## config.mk

```make
export PLATFORM = sky130hd
export DESIGN_NAME = miner_dispatch
export DESIGN_NICKNAME = d
export VERILOG_FILES = /design/src/rtl/miner_pkg.sv /design/src/rtl/miner_stride_counter.sv /design/src/rtl/miner_dispatch.sv
export SDC_FILE = /design/constraint.sdc
export NUM_CORES = 1
export LEC_CHECK = 0
export ABC_AREA = 1
export CORE_ASPECT_RATIO = 0.9
export CORE_MARGIN = 4
export CORE_UTILIZATION = 40
export CTS_CLUSTER_SIZE = 30
export DETAILED_ROUTE_END_ITERATION = 10
export GPL_ROUTABILITY_DRIVEN = 0
export HOLD_SLACK_MARGIN = 0.1
export PLACE_DENSITY = 0.67
export RECOVER_POWER = 50
export SETUP_SLACK_MARGIN = 0.1
export SYNTH_ARGS = -nofsm -noshare
export SYNTH_HDL_FRONTEND = slang
export SYNTH_SLANG_ARGS = --single-unit
```

## constraint.sdc

```tcl
create_clock -name clk -period 3.35 [get_ports clk]
set_clock_uncertainty 0.2 [all_clocks]
set_input_delay 0.5025 -clock clk [delete_from_list [all_inputs] [get_ports clk]]
set_output_delay 0.5025 -clock clk [all_outputs]
set_load 0.02 [all_outputs]
```

## src/rtl/miner_pkg.sv

```systemverilog
`default_nettype none
// ============================================================================
// Module   : miner_pkg
// Brief    : Shared types, widths and helpers for the miner dispatch slice.
// Revision : 1.0 - initial release
// ============================================================================
package miner_pkg;

    localparam int NONCE_W = 32;

    typedef enum logic [1:0] {
        IDLE   = 2'd0,
        ISSUE  = 2'd1,
        WAIT   = 2'd2,
        REPORT = 2'd3
    } dispatch_state_t;

    // Index of the lowest set bit; callers guard the all-zero case themselves.
    function automatic logic [5:0] lowest_set_idx(input logic [63:0] vec);
        lowest_set_idx = '0;
        for (int i = 63; i >= 0; i--) begin
            if (vec[i]) begin
                lowest_set_idx = 6'(i);
            end
        end
    endfunction

endpackage
`default_nettype wire

```

## src/rtl/miner_stride_counter.sv

```systemverilog
`default_nettype none
// ============================================================================
// Module   : miner_stride_counter
// Brief    : Loadable nonce counter stepping by CORES, with last-stride flag.
// Revision : 1.0 - initial release
// ============================================================================
module miner_stride_counter #(
    parameter int CORES   = 4,
    parameter int NONCE_W = miner_pkg::NONCE_W
) (
    input  logic               clk,
    input  logic               n_rst,
    input  logic               load,
    input  logic [NONCE_W-1:0] load_value,
    input  logic               count_enable,
    output logic [NONCE_W-1:0] count,
    output logic               last_flag
);

    localparam logic [NONCE_W-1:0] c_stride = NONCE_W'(CORES);
    // 2^NONCE_W - CORES, computed modulo the counter width
    localparam logic [NONCE_W-1:0] c_last   = '0 - c_stride;

    logic [NONCE_W-1:0] r_count;

    always_ff @(posedge clk or negedge n_rst) begin
        if (!n_rst) begin
            r_count <= '0;
        end else if (load) begin
            r_count <= load_value;
        end else if (count_enable) begin
            r_count <= r_count + c_stride;
        end
    end

    assign count     = r_count;
    assign last_flag = (r_count == c_last);

endmodule
`default_nettype wire

```

## src/rtl/miner_dispatch.sv

```systemverilog
`default_nettype none
// ============================================================================
// Module   : miner_dispatch
// Brief    : Round-based nonce scheduler launching CORES hashers in lockstep.
// Revision : 1.0 - initial release
// ============================================================================
module miner_dispatch
    import miner_pkg::*;
#(
    parameter int CORES = 4
) (
    input  logic               clk,
    input  logic               n_rst,
    input  logic               job_valid,
    input  logic [NONCE_W-1:0] job_start_nonce,
    input  logic               abort,
    output logic               job_ready,
    output logic               busy,
    output logic [CORES-1:0]   core_start,
    output logic [NONCE_W-1:0] base_nonce,
    input  logic [CORES-1:0]   core_done,
    input  logic [CORES-1:0]   core_found,
    output logic               result_valid,
    output logic               result_found,
    output logic [NONCE_W-1:0] result_nonce
);

    localparam logic [NONCE_W-1:0] c_align_mask = ~(NONCE_W'(CORES - 1));

    dispatch_state_t    r_state;
    logic               r_job_ready;
    logic               r_busy;
    logic [CORES-1:0]   r_core_start;
    logic               r_result_valid;
    logic               r_result_found;
    logic [NONCE_W-1:0] r_result_nonce;
    logic [CORES-1:0]   r_done_mask;
    logic [CORES-1:0]   r_found_mask;

    logic [CORES-1:0]   w_done_all;
    logic [CORES-1:0]   w_found_all;
    logic [63:0]        w_found_ext;
    logic [5:0]         w_hit_idx;
    logic               w_round_done;
    logic               w_hit;
    logic               w_last;
    logic               w_load;
    logic               w_advance;

    // Completion looks at registered plus same-cycle bits so combinational cores finish in one WAIT cycle
    always_comb begin
        w_done_all               = r_done_mask | core_done;
        w_found_all              = r_found_mask | (core_done & core_found);
        w_found_ext              = '0;
        w_found_ext[CORES-1:0]   = w_found_all;
    end

    assign w_hit_idx    = lowest_set_idx(w_found_ext);
    assign w_round_done = &w_done_all;
    assign w_hit        = |w_found_all;
    assign w_load       = (r_state == IDLE) && job_valid;
    assign w_advance    = (r_state == WAIT) && !abort && w_round_done && !w_hit && !w_last;

    miner_stride_counter #(
        .CORES   (CORES),
        .NONCE_W (NONCE_W)
    ) u_stride_counter (
        .clk          (clk),
        .n_rst        (n_rst),
        .load         (w_load),
        .load_value   (job_start_nonce & c_align_mask),
        .count_enable (w_advance),
        .count        (base_nonce),
        .last_flag    (w_last)
    );

    always_ff @(posedge clk or negedge n_rst) begin
        if (!n_rst) begin
            r_state        <= IDLE;
            r_job_ready    <= 1'b1;
            r_busy         <= 1'b0;
            r_core_start   <= '0;
            r_result_valid <= 1'b0;
            r_result_found <= 1'b0;
            r_result_nonce <= '0;
            r_done_mask    <= '0;
            r_found_mask   <= '0;
        end else begin
            r_core_start   <= '0;
            r_result_valid <= 1'b0;
            case (r_state)
                IDLE: begin
                    if (job_valid) begin
                        r_state        <= ISSUE;
                        r_job_ready    <= 1'b0;
                        r_busy         <= 1'b1;
                        r_core_start   <= '1;
                        r_result_found <= 1'b0;
                        r_result_nonce <= '0;
                    end
                end
                ISSUE: begin
                    r_done_mask  <= core_done;
                    r_found_mask <= core_done & core_found;
                    if (abort) begin
                        r_state     <= IDLE;
                        r_job_ready <= 1'b1;
                        r_busy      <= 1'b0;
                    end else begin
                        r_state <= WAIT;
                    end
                end
                WAIT: begin
                    if (abort) begin
                        r_state     <= IDLE;
                        r_job_ready <= 1'b1;
                        r_busy      <= 1'b0;
                    end else begin
                        r_done_mask  <= w_done_all;
                        r_found_mask <= w_found_all;
                        if (w_round_done) begin
                            if (w_hit || w_last) begin
                                r_state        <= REPORT;
                                r_busy         <= 1'b0;
                                r_result_valid <= 1'b1;
                                r_result_found <= w_hit;
                                r_result_nonce <= w_hit ? (base_nonce + NONCE_W'(w_hit_idx)) : '0;
                            end else begin
                                r_state      <= ISSUE;
                                r_core_start <= '1;
                            end
                        end
                    end
                end
                REPORT: begin
                    r_state     <= IDLE;
                    r_job_ready <= 1'b1;
                end
                default: begin
                    r_state     <= IDLE;
                    r_job_ready <= 1'b1;
                    r_busy      <= 1'b0;
                end
            endcase
        end
    end

    assign job_ready    = r_job_ready;
    assign busy         = r_busy;
    assign core_start   = r_core_start;
    assign result_valid = r_result_valid;
    assign result_found = r_result_found;
    assign result_nonce = r_result_nonce;

endmodule
`default_nettype wire
```

==> run metrics <==
Residual DRC 0; WP data arrival 2920 ps; DR vias/cell around 5.0; fillcell total approximately 1200; die area about 14000 sq um; WHS Path Cells 2; reg2reg end result_nonce[5]; Die H about 110 um; endpoints failing hold 0; Mapped Cells about 740; Layout Nets 895; wire per inst about 15 um; Layout Cells excl Fill 1009; unrepaired setup endpoints after global routing no; Critical Path End Type flop; setup TNS 0 ps; clock root cell clkbuf_16; chip width around 130 um; R2R Setup Slk 460 ps; asr flop ratio synth 1.00; footprint of the multi-input gates around 2600 sq um; Syn Std Cell Area 4980 sq um; most used cell, CP nand2_2; H-tree levels 3; core area 12100 sq um; worst hold path startpoint result_nonce[23]; Place WS 504 ps; Slowest-stage cell, CP dfrtp_1; pin count of the biggest net entering global routing between 70 and 80; DRT iter0 DRCs roughly 460; CP max stage delay around 510 ps; Period minus WS final 2890 ps; fin util 0.532; GRT Total Usage 0.208; hpwl dp approximately 11000 um; Hold Crit Endpoint result_nonce[23]; startpoint types flop; register area share after synthesis 0.387; Synth Register Bits 77; vias in the first global route 4790; Setup CP Type flop to flop; final setup vio count 0; Initial Utilization 0.411; CTS tree yes; postcts setup bufs 0; crit-path max FO 34; io pins approximately 120; Slew HR -0.312; Worst VDD drop about 360 uV; final worst-path cycle share 0.864; Storage cell area between 1500 and 2000 sq um; wirelength, routed about 15000 um; crit-path cells ha_1 -> nand2_2 -> nor2_4 -> nand2_2 -> nor2_4 -> nand2_2 -> nand2_2 -> nand2_2 -> nand2_4 -> nand2_4 -> nand2_1 -> nand2_1; cts bufs inserted 9; CTS Buffer Depth 2; latest clock arrival within the worst-skew pair about 340 ps; global-route wire length before repair ~24000 um; Max Cap Viol 1; required time of the critical path 3370 ps; status complete, but fails checks; Syn Area/Cell 6.70 sq um; Rows 38; R2R depth 12; grt ovf 0; first drt pass iteration count 5; CTS resizes 0; final instance area about 6500 sq um; initial antenna violation count 0; Synth cell types 32; Max Fclk around 350 MHz; Post-synth EDFFs 0; Inst Count DP roughly 990; P per Cell Area 783 nW/um^2; hold crit path type flop to flop; Worst Path Buf+Inv 0; DR vias approximately 5100; ys flop type dfrtp_1; crit-path leading delay family simple AND/OR/NAND/NOR gates; CTS Sinks 77; Pleak roughly 0.0031 uW; area added between synthesis and finish 29.5%; Antenna Nets Post-Route 0; placed inst area between 6000 and 7000 sq um; Slew Viols, Final 78; Hold Buf Count CTS 0; failing checks max-capacitance violations, max-slew violations; diodes inserted 0; Final WS setup 455 ps; clock slew at reported path FFs 60 ps; share of cells above drive strength 1 0.0742; reg2reg start u_stride_counter.count[2]; worst slew pin tran between 1500 and 2000 ps; Yosys warnings 0; port buffer count between 100 and 150
[layer usage]
metal / part of all wire / vias up / track usage
li1: - / 2522 / -
met1: 0.46 / 2313 / 0.297
met2: 0.45 / 213 / 0.328
met3: 0.074 / 18 / 0.0449
met4: 0.013 / 0 / 0.0448
met5: 0 / - / 0
[worst max-delay path by stage]
stage | from | endpoint | slack (ps) | cells past startpoint
finish | u_stride_counter.count[2] | result_nonce[5] | 460 | 12
global route | u_stride_counter.count[2] | result_nonce[5] | 310 | 12
CTS | u_stride_counter.count[2] | result_nonce[5] | 480 | 12
detailed placement | u_stride_counter.count[2] | result_nonce[5] | 500 | 12
global placement | u_stride_counter.count[2] | result_found | 530 | 12
floorplan | u_stride_counter.count[2] | u_stride_counter.count[6] | 1200 | 12
[synth_stat cells, types with 6 or more instances]
master / instances / share of area
nand2_1: 305 / 0.23
nor2_1: 92 / 0.069
nand3_1: 86 / 0.086
dfrtp_1: 76 / 0.38
inv_1: 63 / 0.047
o21ai_2: 15 / 0.026
buf_4: 10 / 0.015
clkbuf_1: 9 / 0.0068
nand2_2: 9 / 0.011
o21ai_0: 9 / 0.0090
buf_6: 8 / 0.018
xor2_1: 8 / 0.014
ha_1: 7 / 0.018
a31oi_1: 6 / 0.0075
o22ai_1: 6 / 0.0075
or2_2: 6 / 0.0075
[worst min-delay path: stages, from the launching register on]
cell,delay (ps)
dfrtp_1,340
nand2_1,50
nand2_1,40
[final cells by class]
type,instances,area share
Tap cell,160,0.0310
Clock buffer,10,0.0355
Inverter,65,0.0378
Sequential cell,77,0.299
Multi-Input combinational cell,574,0.403
Clock inverter,6,0.0136
Timing Repair Buffer,117,0.180
[through the flow]
| stage | hold slack, ps | total power (uW) |
|---|---|---|
| after floorplan | 6.91 | 3110 |
| final | 263 | 5050 |
| after global routing | 288 | 5390 |
| after CTS | 178 | 5080 |
| after detailed placement | 260 | 4000 |
| after global placement | 258 | 3960 |
[state kept, by name, summed over array words and instances, names as in the netlist]
signal                  flops
busy                        1
core_start                  1
job_ready                   1
r_done_mask                 4
r_found_mask                4
r_state                     2
result_found                1
result_nonce               32
result_valid                1
u_stride_counter.count     30
[power by group]
part / switching, uW / internal [uW]
sequential: 361 / 1220
clock: 411 / 655
combinational: 1490 / 917
total: 2260 / 2790
[placed cells by master (no fill, tap or decap), types with 3 or more instances in the layout]
| cell type | synthesis | final |
|---|---|---|
| dfrtp_1 | 76 | 76 |
| o22ai_1 | 6 | 6 |
| o21ai_2 | 15 | 15 |
| buf_4 | 10 | 5 |
| a31oi_1 | 6 | 6 |
| or2_2 | 6 | 6 |
| o21ai_0 | 9 | 9 |
| nand2_2 | 9 | 9 |
| conb_1 | 1 | 3 |
| clkbuf_16 | 0 | 9 |
| a21oi_1 | 4 | 4 |
| nand2_1 | 305 | 305 |
| inv_1 | 63 | 63 |
| nor2_1 | 92 | 93 |
| clkdlybuf4s50_1 | 0 | 85 |
| dlygate4sd3_1 | 0 | 25 |
| xor2_1 | 8 | 8 |
| nand3_1 | 86 | 86 |
| ha_1 | 7 | 7 |
| nor2_2 | 4 | 3 |
[logic make-up after synthesis]
family | count (synthesis) | synth area share
compound gates | 45 | 0.0630
xor+xnor | 10 | 0.0176
fa+ha+maj | 7 | 0.0176
buf+inv | 95 | 0.0919
flops | 77 | 0.387
other cells | 1 | 0.000752
simple gates | 509 | 0.422
(Power assumes the default switching activity.)
